===== src/rtl/alu_issue_decode.sv =====
// RV32I decode/issue stage: decodes fetch bundles and hands them to execute
// through a registered output slot backed by one skid entry.
module alu_issue_decode #(
  parameter int          XLEN         = 32,
  parameter logic [31:0] RESET_PC_TAG = 32'h0000_0000
) (
  input  logic            clk,
  input  logic            rst_n,
  input  logic            flush,
  input  logic            in_valid,
  output logic            in_ready,
  input  logic [31:0]     in_instr,
  input  logic [XLEN-1:0] in_pc,
  output logic            out_valid,
  input  logic            out_ready,
  output logic [XLEN-1:0] out_pc,
  output logic [2:0]      out_funct3,
  output logic [4:0]      out_funct5,
  output logic            out_bit30,
  output logic [XLEN-1:0] out_imm,
  output logic [4:0]      out_rs1,
  output logic [4:0]      out_rs2,
  output logic [4:0]      out_rd,
  output logic            out_alu1_pc,
  output logic            out_alu2_imm,
  output logic            out_reg_we,
  output logic            out_is_branch,
  output logic            out_is_jal,
  output logic            out_is_jalr,
  output logic            out_is_load,
  output logic            out_is_store,
  output logic            out_illegal
);

  localparam logic [4:0] OP_LOAD   = 5'b00000;
  localparam logic [4:0] OP_ARI_I  = 5'b00100;
  localparam logic [4:0] OP_AUIPC  = 5'b00101;
  localparam logic [4:0] OP_STORE  = 5'b01000;
  localparam logic [4:0] OP_ARI_R  = 5'b01100;
  localparam logic [4:0] OP_LUI    = 5'b01101;
  localparam logic [4:0] OP_BRANCH = 5'b11000;
  localparam logic [4:0] OP_JALR   = 5'b11001;
  localparam logic [4:0] OP_JAL    = 5'b11011;
  localparam logic [4:0] OP_SYSTEM = 5'b11100;

  typedef struct packed {
    logic [XLEN-1:0] pc;
    logic [2:0]      funct3;
    logic [4:0]      funct5;
    logic            bit30;
    logic [XLEN-1:0] imm;
    logic [4:0]      rs1;
    logic [4:0]      rs2;
    logic [4:0]      rd;
    logic            alu1_pc;
    logic            alu2_imm;
    logic            reg_we;
    logic            is_branch;
    logic            is_jal;
    logic            is_jalr;
    logic            is_load;
    logic            is_store;
    logic            illegal;
  } bundle_t;

  localparam bundle_t RESET_BUNDLE = '{pc: RESET_PC_TAG, default: '0};

  logic [31:0] ins;
  logic [4:0]  f5;
  logic [2:0]  f3;
  logic [6:0]  f7;
  logic        known_op;
  logic        writes_rd;
  logic        bad_encoding;
  bundle_t     dec;

  assign ins = in_instr;
  assign f5  = ins[6:2];
  assign f3  = ins[14:12];
  assign f7  = ins[31:25];

  // Immediate formatting and opcode classification
  always_comb begin
    dec          = '0;
    known_op     = 1'b1;
    writes_rd    = 1'b0;
    bad_encoding = 1'b0;
    dec.pc       = in_pc;
    dec.funct3   = f3;
    dec.funct5   = f5;
    dec.bit30    = ins[30];
    dec.rs1      = ins[19:15];
    dec.rs2      = ins[24:20];
    dec.rd       = ins[11:7];
    dec.alu1_pc  = (f5 == OP_AUIPC) || (f5 == OP_JAL) || (f5 == OP_BRANCH);
    dec.alu2_imm = (f5 != OP_ARI_R);
    case (f5)
      OP_LOAD, OP_ARI_I, OP_JALR, OP_SYSTEM: begin
        dec.imm   = {{20{ins[31]}}, ins[31:20]};
        writes_rd = 1'b1;
      end
      OP_STORE:  dec.imm = {{20{ins[31]}}, ins[31:25], ins[11:7]};
      OP_BRANCH: dec.imm = {{19{ins[31]}}, ins[31], ins[7], ins[30:25], ins[11:8], 1'b0};
      OP_LUI, OP_AUIPC: begin
        dec.imm   = {ins[31:12], 12'b0};
        writes_rd = 1'b1;
      end
      OP_JAL: begin
        dec.imm   = {{11{ins[31]}}, ins[31], ins[19:12], ins[20], ins[30:21], 1'b0};
        writes_rd = 1'b1;
      end
      OP_ARI_R:  writes_rd = 1'b1;
      default:   known_op  = 1'b0;
    endcase

    if (f5 == OP_ARI_R) begin
      if (f7 == 7'b0100000) bad_encoding = (f3 != 3'b000) && (f3 != 3'b101);
      else                  bad_encoding = (f7 != 7'b0000000);
    end else if (f5 == OP_ARI_I) begin
      if (f3 == 3'b001)      bad_encoding = (f7 != 7'b0000000);
      else if (f3 == 3'b101) bad_encoding = (f7 != 7'b0000000) && (f7 != 7'b0100000);
    end

    dec.illegal   = (ins[1:0] != 2'b11) || !known_op || bad_encoding;
    dec.reg_we    = writes_rd && (ins[11:7] != 5'd0) && !dec.illegal;
    dec.is_branch = (f5 == OP_BRANCH) && !dec.illegal;
    dec.is_jal    = (f5 == OP_JAL)    && !dec.illegal;
    dec.is_jalr   = (f5 == OP_JALR)   && !dec.illegal;
    dec.is_load   = (f5 == OP_LOAD)   && !dec.illegal;
    dec.is_store  = (f5 == OP_STORE)  && !dec.illegal;
  end

  bundle_t out_q;
  bundle_t skid_q;
  logic    out_valid_q;
  logic    skid_valid_q;
  logic    accept;
  logic    out_free;

  assign in_ready = ~skid_valid_q & ~flush;
  assign accept   = in_valid & in_ready;
  assign out_free = ~out_valid_q | out_ready;

  // The skid entry only fills while the output slot is stalled, so it always
  // holds the younger of the two bundles and drains first when the slot frees.
  always_ff @(posedge clk or negedge rst_n) begin
    if (!rst_n) begin
      out_valid_q  <= 1'b0;
      skid_valid_q <= 1'b0;
      out_q        <= RESET_BUNDLE;
      skid_q       <= '0;
    end else if (flush) begin
      out_valid_q  <= 1'b0;
      skid_valid_q <= 1'b0;
    end else if (out_free) begin
      if (skid_valid_q) begin
        out_q        <= skid_q;
        out_valid_q  <= 1'b1;
        skid_valid_q <= accept;
        if (accept) skid_q <= dec;
      end else begin
        out_valid_q <= accept;
        if (accept) out_q <= dec;
      end
    end else if (accept) begin
      skid_q       <= dec;
      skid_valid_q <= 1'b1;
    end
  end

  assign out_valid     = out_valid_q;
  assign out_pc        = out_q.pc;
  assign out_funct3    = out_q.funct3;
  assign out_funct5    = out_q.funct5;
  assign out_bit30     = out_q.bit30;
  assign out_imm       = out_q.imm;
  assign out_rs1       = out_q.rs1;
  assign out_rs2       = out_q.rs2;
  assign out_rd        = out_q.rd;
  assign out_alu1_pc   = out_q.alu1_pc;
  assign out_alu2_imm  = out_q.alu2_imm;
  assign out_reg_we    = out_q.reg_we;
  assign out_is_branch = out_q.is_branch;
  assign out_is_jal    = out_q.is_jal;
  assign out_is_jalr   = out_q.is_jalr;
  assign out_is_load   = out_q.is_load;
  assign out_is_store  = out_q.is_store;
  assign out_illegal   = out_q.illegal;

endmodule


===== config.mk =====
export PLATFORM = sky130hd
export DESIGN_NAME = alu_issue_decode
export DESIGN_NICKNAME = d
export VERILOG_FILES = /design/src/rtl/alu_issue_decode.sv
export SDC_FILE = /design/constraint.sdc
export NUM_CORES = 1
export LEC_CHECK = 0
export CORE_AREA = 8 8 157 159
export CTS_BUF_LIST = sky130_fd_sc_hd__clkbuf_4
export CTS_CLUSTER_SIZE = 14
export DETAILED_ROUTE_END_ITERATION = 7
export DIE_AREA = 0 0 165 167
export HOLD_SLACK_MARGIN = 0.02
export PLACE_DENSITY = 0.62
export SLEW_MARGIN = 20
export SYNTH_ARGS = -nofsm -noshare
export SYNTH_HDL_FRONTEND = slang
export SYNTH_SLANG_ARGS = --single-unit
export TNS_END_PERCENT = 100

===== constraint.sdc =====
create_clock -name clk -period 1.6 [get_ports clk]
set_input_delay 0.48 -clock clk [delete_from_list [all_inputs] [get_ports clk]]
set_output_delay 0.48 -clock clk [all_outputs]
set_load 0.01 [all_outputs]

==> flow_summary.json <==
{
  "status": "complete, but fails checks",
  "violations": "negative setup slack",
  "pre_cts_slack_ns": -1.17,
  "cp-start-kind": "flip-flop",
  "setup_ws_ns": -0.161,
  "worstHoldStart": "in_instr[27]",
  "ys_ff_latch": 196,
  "drc_errors": 0,
  "r2r_cells": 7,
  "clock_latency_ns": 0.58,
  "yosys.area.top_type": "dfrtp_1",
  "core_area_um2": 22200,
  "netlist_area_um2": 8710,
  "routed_wl_um": 28500,
  "yosysMostFrequentCell": "nand2_1",
  "area_growth_pct": 50.5,
  "vias_per_cell": 5.10,
  "nNetsFinal": 1320,
  "tightest_slew_ns": 0.411,
  "place_congestion": 0.850,
  "io_buffers": 167,
  "drive_above_1_share_pct": 32.4,
  "hpwl_um": 17700,
  "netlist_instances": 938,
  "firstDrtPassIters": 5,
  "critPathCapture": "in_ready",
  "startpoint": "skid_valid_q$_DFFE_PN0P_",
  "synth_area_per_cell_um2": 9.28,
  "clk_pin_slew_ns": 0.17,
  "ys_seq_area_share_pct": 56.3,
  "grt.overflow.total": 0,
  "vias": 7904,
  "yosys.area.top_type_share_pct": 56.3,
  "p_leak_nw": 6.10,
  "vdd_drop_max_mv": 0.416,
  "cts_max_level": 4,
  "grt_usage_pct": 19.1,
  "ys.flop_type": "dfrtp_1",
  "drv_slew": 0,
  "syn-num-nets": 1007,
  "critPathCaptureType": "output pin",
  "cts_inserted_buffers": 17,
  "placed_cell_area_um2": 11500,
  "ys_types": 49,
  "rows": 55,
  "path_class": "flip-flop to output pin",
  "hold_class": "input port to flip-flop",
  "ys_warn_count": 0,
  "layout_min_cycle_time_ns": 1.76,
  "r2r_end": "out_pc[24]$_DFFE_PN0P_",
  "cts_tree": "built",
  "cts_root_buf": "clkbuf_4",
  "relSlewSlack_pct": 72.6,
  "synthTopCellsByArea": "dfrtp_1, nand2_1, o21ai_0",
  "crit_fanout": 2,
  "fp.dieH_um": 167,
  "r2r_slack_ns": -0.16,
  "clock_path_buffers": 2,
  "drt-initial-drc-count": 472,
  "die_area_um2": 27600,
  "critical_path_arrival_ns": 1.28,
  "synth_edf_count": 0,
  "synth.top_cells.by_count": "nand2_1, dfrtp_1, o21ai_0",
  "clock_sinks": 196,
  "final_cell_area_um2": 13100,
  "first_global_vias": 7508,
  "start_util_pct": 39.2,
  "cap_violations": 0,
  "antenna_found_initial": 2,
  "grt_max_degree": 65,
  "finalHoldViolations": 0,
  "cp.required_ns": 1.12,
  "p_per_area_nw_per_um2": 910,
  "grt_pass1_wl_um": 41900,
  "setup_viol": 227,
  "postRouteAntennaNets": 0,
  "r2r_start": "skid_valid_q$_DFFE_PN0P_",
  "skew_ns": 0.0210,
  "rsz0062_at_grt": "yes",
  "max_freq_mhz": 568,
  "ioPinCount": 168,
  "timing.final.crit_share_pct": 110,
  "die_w_um": 165,
  "wl_per_cell_um": 18.4,
  "async_flop_share_pct": 100
}
[area by class of cell]
cell class,count,area (µm²)
fill,1955,9130
tap,285,357
antenna,2,5.00
sequential,196,4910
inverter,5,18.8
clock inverter,14,104
multi-input combinational,668,3860
clock buffer,18,135
timing repair buffer,363,3710
[how the worst min path moves through the flow]
stage | end | slack (ns) | cells past startpoint
CTS | out_imm[27]$_DFFE_PN0P_ | 0.24 | 4
detailed placement | out_pc[6]$_DFFE_PN0P_ | 0.45 | 1
global route | skid_q[33]$_DFFE_PN0P_ | 0.23 | 4
finish | skid_q[31]$_DFFE_PN0P_ | 0.27 | 4
floorplan | out_alu1_pc$_DFFE_PN0P_ | 0.18 | 0
global placement | out_pc[6]$_DFFE_PN0P_ | 0.45 | 1
[where the power goes]
group	total (mW)	switching (mW)	internal (mW)	leakage, nW
Sequential	6.28	0.496	5.78	2.48
Clock	2.43	1.78	0.651	0.117
Combinational	3.21	1.49	1.72	3.50
[cell usage in the layout (no fill, tap or decap), drive strengths merged, types with 5 or more instances in the layout]
cell type	count
mux2i	59
buf	281
nand2	313
clkdlybuf4s50	55
a211oi	12
o21ai	146
or3	5
o21a	8
dfrtp	196
a31oi	5
clkinvlp	5
a21oi	39
dlygate4sd2	5
clkbuf	33
inv	11
nor2	20
nand2b	5
o31ai	10
[layer usage]
layer / share of wire [%] / vias up / GRT usage [%]
li1: - / 3809 / -
met1: 44 / 3849 / 25.8
met2: 49 / 220 / 30.8
met3: 5.6 / 26 / 4.04
met4: 1.1 / 0 / 4.11
met5: 0 / - / 0
[state kept, by name (all words and copies together), names as in the netlist, 3 cells and up]
name and flops:
skid_q 97, out_rs1 5, out_funct5 5, out_rd 5, out_pc 32, out_funct3 3, out_imm 32, out_rs2 5
[cell families after synthesis]
family | count (synthesis) | synth area share (%)
AO/OA/AOI/OAI | 238 | 16.2
XOR/XNOR | 3 | 0.302
buffers and inverters | 74 | 3.35
flip-flops | 196 | 56.3
multiplexers | 59 | 6.78
AND/OR/NAND/NOR | 368 | 17.1
[critical path, stage by stage, from the launching register on]
cell and delay [ns]:
dfrtp_4 0.52, nor2_4 0.09, buf_6 0.11
[per-stage QoR]
stage	total power, mW	hold WS, ns	cells	setup TNS, ns	utilization [%]
4_1_cts	11.6	0.238	1488	-12.06	54.2
2_1_floorplan	7.50	0.184	938	-7.35	-
3_5_place_dp	9.10	0.453	1411	-117.59	51.6
3_3_place_gp	9.01	0.452	1411	-114.95	51.6
5_1_grt	12.6	0.231	1551	-32.87	58.9
6_report	11.9	0.273	1551	-11.99	58.9
[repair_timing]
action / in CTS / in global routing
endpoints found under the setup margin: 220 / 269
pin swaps: 8 / 13
hold buffers: 1 / 0
buffers inserted: 37 / 43
gates resized for setup: 504 / 97
cloned: 7 / 18
hold endpoints to repair: 35 / 0
No activity file was read; power rests on OpenSTA's default activity.
